--- src/rtl/count_uart_pkg.sv ---
// Purpose: shared types, constants and byte encoding for the count UART transmitter.
// Latency: none (types, constants and a pure function only).
// Backpressure: not applicable.
package count_uart_pkg;

  typedef enum logic [1:0] {IDLE, START, DATA, STOP} uart_state_t;

  // Start bit + 8 data bits + stop bit.
  localparam int FRAME_BITS = 10;

  // 0-9 -> '0'-'9', A-F -> 'A'-'F'.
  function automatic logic [7:0] nibble_to_ascii(input logic [3:0] n);
    return (n < 4'd10) ? (8'h30 + {4'h0, n}) : (8'h37 + {4'h0, n});
  endfunction

endpackage

--- src/rtl/uart_bit_timer.sv ---
// Purpose: bit-period timer; bit_done marks the last cycle of each bit period.
// Latency: first bit_done on the CLKS_PER_BIT-th cycle after run rises.
// Backpressure: none; free-runs whenever run is high.
// Ports: clk, reset (async, active-high), run (timer enable), bit_done (pulse).
module uart_bit_timer #(
  parameter int CLKS_PER_BIT = 16
) (
  input  logic clk,
  input  logic reset,
  input  logic run,
  output logic bit_done
);

  localparam int CW = (CLKS_PER_BIT > 2) ? $clog2(CLKS_PER_BIT) : 1;
  localparam logic [CW-1:0] LAST = CW'(CLKS_PER_BIT - 1);

  logic [CW-1:0] cnt;

  // Counter is parked at zero while idle, so every rise of run starts a fresh period.
  always_ff @(posedge clk or posedge reset) begin
    if (reset) begin
      cnt <= '0;
    end else if (!run || cnt == LAST) begin
      cnt <= '0;
    end else begin
      cnt <= cnt + CW'(1);
    end
  end

  assign bit_done = run && (cnt == LAST);

endmodule

--- src/rtl/count_uart_tx.sv ---
// Purpose: sends every change of the 4-bit count bus as one 8N1 UART frame.
// Latency: count change sampled one edge later, start bit driven the edge after that.
// Backpressure: one pending slot; a newer value overwrites an unsent one and sets overrun.
// Ports: clk, reset (async, active-high), count[3:0], clear_overrun (in);
//        tx (serial line, idles high), busy (frame in flight), overrun (sticky) (out).
module count_uart_tx
  import count_uart_pkg::*;
#(
  parameter int CLKS_PER_BIT = 16,
  parameter bit ASCII_HEX    = 1'b1
) (
  input  logic       clk,
  input  logic       reset,
  input  logic [3:0] count,
  input  logic       clear_overrun,
  output logic       tx,
  output logic       busy,
  output logic       overrun
);

  uart_state_t state;
  logic [7:0]  shreg;
  logic [2:0]  idx;
  logic [3:0]  prev;
  logic [3:0]  pend;
  logic        pend_vld;
  logic        bit_done;
  logic        consume;
  logic        change;
  logic [7:0]  pend_byte;

  uart_bit_timer #(
    .CLKS_PER_BIT(CLKS_PER_BIT)
  ) u_timer (
    .clk      (clk),
    .reset    (reset),
    .run      (state != IDLE),
    .bit_done (bit_done)
  );

  assign consume   = (state == IDLE) && pend_vld;
  assign change    = (count != prev);
  assign pend_byte = ASCII_HEX ? nibble_to_ascii(pend) : {4'h0, pend};

  // Pending slot and change detection. A change on the same edge the FSM takes
  // the slot simply refills it; only an unconsumed overwrite counts as overrun.
  always_ff @(posedge clk or posedge reset) begin
    if (reset) begin
      prev     <= 4'h0;
      pend     <= 4'h0;
      pend_vld <= 1'b0;
      overrun  <= 1'b0;
    end else begin
      if (change) begin
        prev     <= count;
        pend     <= count;
        pend_vld <= 1'b1;
      end else if (consume) begin
        pend_vld <= 1'b0;
      end
      // Set has priority over clear.
      if (change && pend_vld && !consume) begin
        overrun <= 1'b1;
      end else if (clear_overrun) begin
        overrun <= 1'b0;
      end
    end
  end

  // Frame FSM; tx is registered and always reflects the bit currently on the line.
  always_ff @(posedge clk or posedge reset) begin
    if (reset) begin
      state <= IDLE;
      shreg <= 8'h00;
      idx   <= 3'd0;
      tx    <= 1'b1;
      busy  <= 1'b0;
    end else begin
      case (state)
        IDLE: begin
          if (pend_vld) begin
            state <= START;
            shreg <= pend_byte;
            tx    <= 1'b0;
            busy  <= 1'b1;
          end
        end
        START: begin
          if (bit_done) begin
            state <= DATA;
            idx   <= 3'd0;
            tx    <= shreg[0];
          end
        end
        DATA: begin
          if (bit_done) begin
            if (idx == 3'd7) begin
              state <= STOP;
              tx    <= 1'b1;
            end else begin
              idx   <= idx + 3'd1;
              shreg <= shreg >> 1;
              tx    <= shreg[1];
            end
          end
        end
        STOP: begin
          if (bit_done) begin
            state <= IDLE;
            busy  <= 1'b0;
          end
        end
        default: begin
          state <= IDLE;
          tx    <= 1'b1;
          busy  <= 1'b0;
        end
      endcase
    end
  end

endmodule

--- config.mk ---
export PLATFORM = sky130hd
export DESIGN_NAME = count_uart_tx
export DESIGN_NICKNAME = d
export VERILOG_FILES = /design/src/rtl/count_uart_pkg.sv /design/src/rtl/uart_bit_timer.sv /design/src/rtl/count_uart_tx.sv
export SDC_FILE = /design/constraint.sdc
export NUM_CORES = 1
export LEC_CHECK = 0
export ABC_AREA = 0
export CORE_ASPECT_RATIO = 1.2
export CORE_UTILIZATION = 51
export DETAILED_ROUTE_END_ITERATION = 10
export PLACE_DENSITY = 0.72
export REMOVE_ABC_BUFFERS = 1
export SETUP_SLACK_MARGIN = 0.02
export SLEW_MARGIN = 10
export SYNTH_ARGS = -nofsm -noshare
export SYNTH_HDL_FRONTEND = slang
export SYNTH_SLANG_ARGS = --single-unit
--- constraint.sdc ---
create_clock -name clk -period 1.72 [get_ports clk]
set_input_delay 0.516 -clock clk [delete_from_list [all_inputs] [get_ports clk]]
set_output_delay 0.516 -clock clk [all_outputs]
set_load 0.02 [all_outputs]
# Word-level counts from Yosys, hierarchy flattened
# Cells that the tools add are included.
[word_totals]
ff_bits = 25
in_bits = 7
[op_classes]
addsub = 4
order_cmp = 1
n_eq_ne = 12
mux = 28
n_reduce_logical = 20
[ops]
columns = ["cell", "n"]
rows = [
  ["8-bit 2-to-1 mux", 3],
  ["8-bit case mux with 2 select lines", 1],
  ["6-bit by 4-bit adder with 7-bit output (first input constant)", 2],
  ["2-bit inequality test (second input constant)", 6],
  ["4-bit AND reduction", 3],
  ["2-bit nonzero test", 6],
  ["1-bit 2-to-1 mux", 10],
  ["2-bit 2-to-1 mux", 5],
  ["3-bit 2-to-1 mux", 3],
  ["2-bit case mux with 4 select lines", 1],
  ["7-bit 2-to-1 mux", 1],
  ["3-bit case mux with 2 select lines", 1],
  ["5-bit AND reduction", 1],
  ["4-bit by 1-bit adder with 4-bit output (second input constant)", 1],
  ["2-bit == test (second input constant)", 2],
  ["4-bit == test (second input constant)", 1],
  ["1-bit logical AND", 4],
  ["4-bit less-than comparator (second input constant)", 1],
  ["4-bit 2-to-1 mux", 1],
  ["4-bit inequality test", 1],
  ["3-bit by 1-bit adder with 3-bit output (second input constant)", 1],
  ["3-bit == test (second input constant)", 1],
  ["1-bit case mux with 3 select lines", 1],
  ["3-bit AND reduction", 1],
  ["other kinds (6)", 7],
]

# Longest topological paths before layout
# Gate-level depths: netlist of the first run.
[depth]
depth_word = 5
mapped_depth = 6
mapped_depth_nobuf = 5

# Modules after synthesis
# From an unflattened synthesis of the first run, not the netlist that was laid out.
[hier_totals]
cells_unflattened = 143
area_unflattened_um2 = 1441.4
[modules_own_cells]
columns = ["module", "instances", "cells_each", "area_each_um2", "seq_area_each_um2"]
rows = [
  ["count_uart_tx", 1, 127, 1263.7, 501.7],
  ["uart_bit_timer", 1, 16, 177.7, 100.1],
]

# Worst setup path after synthesis of the first run
# Ideal clock, no wire load.
[synth_path]
path_type = "register -> register"
startpoint = "register state[0]"
endpoint = "register state[1]"
setup_ns = 0.128
arrival_time_ns = 1.571
setup_slack_ns = 0.021
path_stages_with_launch = 6
path_buffers = 0
cell_sequence = "dfrtp_1 inv_1 ha_1 or2_4 o32ai_2 mux2_1"
[synth_via]
elab_chain_cells = 4
elab_cells_between_ends = 13
cone_classes = "eq/ne (8); mux (1); reduce/logical (4)"
[synth_lines]
columns = ["element", "line_no", "rtl"]
rows = [
  ["from (decl)", "count_uart_tx.sv:21", "uart_state_t state;"],
  ["from (signal assigned)", "count_uart_tx.sv:73", "state <= IDLE;"],
  ["from (signal assigned)", "count_uart_tx.sv:82", "state <= START;"],
  ["from (signal assigned)", "count_uart_tx.sv:90", "state <= DATA;"],
  ["2-bit nonzero test", "count_uart_tx.sv:37", ".run (state != IDLE),"],
  ["1-bit logical AND", "uart_bit_timer.sv:30", "assign bit_done = run && (cnt == LAST);"],
  ["2-bit inequality test (no line)", "--", ""],
  ["5-bit AND reduction (no line)", "--", ""],
]
# Several ways; a longest one is shown, not always the timed one.
# A chain may end at the register's enable or synchronous reset.

# Worst setup path after layout of the first run
[layout_path]
startpoint = "register state[1]"
endpoint = "register tx"
[layout_via]
elab_chain_cells = 4
elab_cells_between_ends = 11
cone_classes = "eq/ne (5); mux (1); reduce/logical (5)"
[layout_lines]
columns = ["element", "line_no", "rtl"]
rows = [
  ["2-bit nonzero test", "count_uart_tx.sv:37", ""],
  ["1-bit logical AND", "uart_bit_timer.sv:30", ""],
  ["2-bit inequality test (no line)", "--", ""],
  ["4-bit AND reduction (no line)", "--", ""],
  ["to (signal assigned)", "count_uart_tx.sv:92", "tx <= shreg[0];"],
  ["to (signal assigned)", "count_uart_tx.sv:103", "tx <= shreg[1];"],
  ["to (decl)", "count_uart_tx.sv:16", "output logic tx,"],
]
# Several ways; a longest one is shown, not always the timed one.

==> qor.yml, run 1 <==
run_status:
  status: "complete, no violations"
global_routing:
  grt_start_max_net_pins: 25
  grt_antenna_before_repair: 0
  gr-total-overflow: 0
  grt_util_all_layers_pct: 20.0
  grt_pass1_vias: 972
  grt_pass1_wl_mm: 4.40
min_path:
  hold_path.startpoint: "shreg[6]"
  hp-class: "reg2reg"
  hold_end: "shreg[6]"
  hold_depth: 1
clock_tree:
  h-tree-depth: 1
  numCtsBuffers: 3
  clock_latency_ns: 0.33
  clock-sinks: 24
  clk_pin_slew_ns: 0.13
  cts_tree: "yes"
  root_buffer: "clkbuf_4"
  cts.path.max_buffers: 2
finish:
  multi_input_area_sq_um: 771
  finalInstanceArea_sq_um: 1650
  synthToLayoutAreaGrowth_pct: 19.3
  drive_above_1_share_pct: 26.5
  antenna_cells: 0
  nNetsFinal: 164
  regArea_sq_um: 603
  final_common_cell: "dfrtp_1"
  final_cell_mix: "dfrtp_1, buf_4, nand2_1"
  utilization_pct: 64.7
  fillers: 209
sta:
  setup_viol: 0
  finalCritPeriodShare_pct: 99.8
  rsz0062_at_grt: "true"
  layout_min_cycle_time_ns: 1.72
  slew_headroom_pct: 76.6
  fin_ws_ns: 0.00419
  max_freq_mhz: 583
  drv_slew: 0
  final-hold-violation-count: 0
  worst_pin_slew_ns: 0.348
  clock_skew_ns: 0.00783
drt:
  viasPerCell: 5.71
  vias: 1028
  drt_wl_total_mm: 2.73
  first_iter_violations: 15
  dr.pass1.iters: 4
  ant_nets: 0
  detail_route.wl_per_cell_microns: 15.2
  drc: 0
power:
  power.share.combinational_pct: 8.0
  power_frac_seq_pct: 63.5
  worst_ir_drop_vdd_v: 0.000371
  power_density_nw_per_um2: 565
  p_int_uw: 709
  p_sw_uw: 223
  p_sw_share_pct: 23.9
  power.leakage_uw: 0.000773
  total_power_uw: 933
  clkPwrFrac_pct: 28.5
worst_setup_path:
  crit_chain: "inv_2 > ha_2 > or2_4 > buf_4 > mux2i_2 > mux2_4"
  start_kind: "flop"
  worstPathMaxFanout: 4
  crit_slowest_cell: "dfrtp_2"
  worstSetupEndpointType: "flop"
  worstPathRequired_ns: 1.98
  reg2reg_to: "tx"
  critPathArrivalTime_ns: 1.98
  reg2reg_from: "state[1]"
  criticalPathCategory: "reg2reg"
  r2r_cells: 6
  cp_slowest_stage_delay_ns: 0.44
  reg2reg_slack_ns: 0.004
place:
  gp_congestion: 0.759
  dp_slack_ns: -0.0669
  placed_cell_area_sq_um: 1540
  port_buffers: 9
  hpwl_mm: 1.94
die:
  rows: 20
  dieArea_sq_um: 2930
  start_util_pct: 54.2
  die_y_microns: 59.1
  ioPinCount: 10
  core_sq_um: 2550
  die_x_microns: 49.6
yosys:
  yosys_warnings: 0
  synthFlopType: "dfrtp_1"
  yosysUniqueCellTypes: 45
  ys_ff_latch: 24
  post_synth.cell_area_avg_sq_um: 10.6
  synth_async_sr_flop_share_pct: 100
  netlist_instances: 130
  yosysSeqAreaShare_pct: 43.5
  syn_area_sq_um: 1380
  synth_edf_count: 0
flow_run:
  cap_violations: 0
synth_stat cells (all sizes together), types with 2 or more instances:
cell | number | area share (%)
a22o | 5 | 3.2
a221oi | 2 | 2.2
nand4b | 2 | 2.4
buf | 3 | 2.0
dfrtp | 23 | 42
nor3 | 3 | 1.1
ha | 9 | 8.1
clkbuf | 5 | 1.4
mux2 | 3 | 2.7
and2b | 2 | 1.1
and4b | 2 | 1.7
xnor2 | 2 | 1.3
a21oi | 7 | 3.3
a21o | 2 | 1.1
nand2 | 9 | 2.4
nor2b | 2 | 0.90
o21ai | 9 | 3.3
xor2 | 4 | 2.5
or2 | 2 | 1.1
inv | 10 | 2.7
nand2b | 4 | 1.8
o22ai | 2 | 0.90
nor2 | 3 | 0.81
cells by family (layout without fill, tap and decap cells):
group / after synthesis / after routing / share of synthesized area (%)
compound gates: 35 / 35 / 19.3
xor+xnor: 6 / 6 / 3.80
fa+ha+maj: 9 / 9 / 8.14
buf+inv: 18 / 35 / 6.06
flops: 24 / 24 / 43.5
mux: 4 / 4 / 3.44
simple gates: 34 / 34 / 15.7
worst max-delay path by stage:
stage	start	end	depth (start not counted)	slack (ns)
global placement	count[3]	overrun	4	0.01
floorplan	state[0]	shreg[3]	5	-0.09
finish	state[1]	tx	6	0.004
CTS	tx	tx	1	0.02
global route	state[0]	tx	6	-0.05
detailed placement	count[3]	overrun	4	-0.07
timing repair:
item	4_1_cts	5_1_grt
resized for setup	11	11
endpoints found under the setup margin	7	5
buffers inserted	0	2
pin swaps	1	4
hold buffers	0	0
hold endpoints to repair	0	0
stage by stage:
| stage | hold WS (ns) | cells | setup TNS [ns] |
|---|---|---|---|
| floorplan | 0.456 | 122 | -0.176 |
| global placement | 0.471 | 174 | 0 |
| detailed placement | 0.484 | 174 | -0.154 |
| CTS | 0.514 | 178 | 0 |
| global route | 0.533 | 180 | -0.113 |
| finish | 0.513 | 180 | 0 |
cell type report:
cell class | count | share of cell area (%)
clock buffers | 4 | 1.59
multi-input cells | 88 | 46.7
well taps | 33 | 2.50
repair buffers | 21 | 10.5
flip-flops and latches | 24 | 36.5
inverters | 10 | 2.27
power groups by stage:
stage          clock network, uW  registers [uW]  logic (uW)
2_1_floorplan                  0             603        42.1
3_3_place_gp                   0             602        74.1
3_5_place_dp                   0             603        76.1
4_1_cts                      265             592        75.3
5_1_grt                      292             595        83.8
6_report                     266             593        74.3
flip-flops by register name (all words and copies together), names as in the netlist:
register     cells
shreg            7
pend             4
u_timer.cnt      4
idx              3
state            2
busy             1
overrun          1
pend_vld         1
tx               1
routing by layer:
layer  part of all wire (%)  global-route usage [%]  up-vias
met3                    3.0                    2.56        8
met5                      0                       0        -
met2                     52                    35.5       23
li1                       -                       -      494
met1                     42                    23.5      503
met4                    2.8                    11.0        0
critical path: cells and delay by family, from the launching register on:
| family | cells | cell delay [ns] |
|---|---|---|
| adder cells (fa/ha/maj) | 1 | 0.18 |
| buffers and inverters | 2 | 0.23 |
| AND/OR/NAND/NOR | 1 | 0.24 |
| flip-flops | 1 | 0.44 |
| multiplexers | 2 | 0.56 |
Power figures use the tool's default switching activity.
==> inputs of run 2 (changes only) <==
MAX_ROUTING_LAYER = met4   (was default)
==> qor.yml, run 2 (synthesized netlist as in run 1, its figures left out) <==
drt:
  first_iter_violations: 21
  dr.pass1.iters: 4
  drt_wl_total_mm: 2.71
  vias: 1030
  ant_nets: 0
  viasPerCell: 5.72
  drc: 0
  detail_route.wl_per_cell_microns: 15.1
worst_setup_path:
  crit_slowest_cell: "dfrtp_1"
  criticalPathCategory: "reg2reg"
  cp_top_family: "multiplexers"
  start_kind: "flop"
  worstPathMaxFanout: 5
  crit_chain: "inv_2 > ha_4 > or2_4 > buf_4 > mux2i_2 > mux2_4"
  worstSetupEndpointType: "flop"
  worstPathRequired_ns: 1.97
  critPathArrivalTime_ns: 1.97
  cp_num_buf_inv: 2
  cp_slowest_stage_delay_ns: 0.42
clock_tree:
  clock-sinks: 24
  root_buffer: "clkbuf_4"
  numCtsBuffers: 3
  h-tree-depth: 1
  cts.path.max_buffers: 2
  clk_pin_slew_ns: 0.12
  cts_tree: "yes"
  cts_hold_buf: 0
  clock_latency_ns: 0.31
finish:
  antenna_cells: 0
  fillers: 209
  largest_reg_flops: 7
  regArea_sq_um: 603
  drive_above_1_share_pct: 26.5
  synthToLayoutAreaGrowth_pct: 19.3
  finalInstanceArea_sq_um: 1650
  top_regs: "shreg x7, pend x4, u_timer.cnt x4"
  final_cell_mix: "dfrtp_1, buf_4, nand2_1"
  multi_input_area_sq_um: 771
  max_flop_register: "shreg"
  utilization_pct: 64.7
  nNetsFinal: 164
  final_common_cell: "dfrtp_1"
sta:
  finalCritPeriodShare_pct: 99.8
  rsz0062_at_grt: "true"
  drv_slew: 0
  worst_pin_slew_ns: 0.341
  max_freq_mhz: 583
  setup_viol: 0
  final-hold-violation-count: 0
  clock_skew_ns: 0.00542
  layout_min_cycle_time_ns: 1.72
  slew_headroom_pct: 77.0
run_status:
  status: "complete, no violations"
power:
  power.leakage_uw: 0.000773
  worst_ir_drop_vdd_v: 0.000370
  power_density_nw_per_um2: 560
global_routing:
  grt_start_max_net_pins: 25
  gr-total-overflow: 0
  grt_pass1_wl_mm: 4.40
  grt_pass1_vias: 970
  grt_util_all_layers_pct: 20.6
  grt_antenna_before_repair: 0
die:
  die_y_microns: 59.1
  core_sq_um: 2550
  dieArea_sq_um: 2930
  die_x_microns: 49.6
  rows: 20
  start_util_pct: 54.2
  ioPinCount: 10
place:
  port_buffers: 9
  hpwl_mm: 1.94
  gp_congestion: 0.769
  placed_cell_area_sq_um: 1540
flow_run:
  cap_violations: 0
min_path:
  hp-class: "reg2reg"
run 2: cell counts in the layout (fill, tap and decap cells not counted):
Identical to the previous run, type by type.
run 2: stage by stage:
stage | std cells | hold WS (ns) | total power, uW | TNS (ns) | worst slack (ns)
after floorplan | 122 | 0.456 | 645 | -0.176 | -0.0896
after global placement | 174 | 0.471 | 676 | 0 | 0.00999
after detailed placement | 174 | 0.484 | 679 | -0.154 | -0.0669
after CTS | 178 | 0.514 | 933 | 0 | 0.0230
after global routing | 180 | 0.533 | 971 | -0.113 | -0.0535
final | 180 | 0.510 | 925 | 0 | 0.00346
run 2: power breakdown:
part           leakage [uW]  switching, uW  internal (uW)
clock network     0.0000150            167           90.7
registers          0.000287           13.1            580
logic              0.000471           35.5           38.7
total              0.000773            216            709
run 2: timing repair:
item,CTS,global route
endpoints found under the hold margin,0,0
setup endpoints to repair,7,5
pin swaps,1,4
setup buffers,0,2
gates resized for setup,11,11
run 2: path summary, 6_finish.rpt:
path                          start       end  slack (ns)  depth (start not counted)
max                        state[0]        tx       0.003                          6
max reg2reg                state[0]        tx       0.003                          6
min in group asynchronous     reset    idx[1]        0.53                          3
max in group asynchronous     reset        tx        0.91                          3
min                        shreg[6]  shreg[6]        0.51                          1
min reg2reg                shreg[6]  shreg[6]        0.51                          1
run 2: area by class of cell:
class / count / area share [%]
Tap cell: 33 / 2.50
Timing Repair Buffer: 21 / 10.5
Sequential cell: 24 / 36.5
Multi-Input combinational cell: 88 / 46.7
Clock buffer: 4 / 1.59
Inverter: 10 / 2.27
run 2: routing by layer:
metal	vias to the layer above	share of wire, %	GRT usage [%]	wire (microns)
met5	-	0	-	0
met4	0	3.1	11.0	83
met3	10	2.5	2.56	69
met2	25	52	35.5	1420
met1	500	42	23.5	1130
li1	495	-	-	-
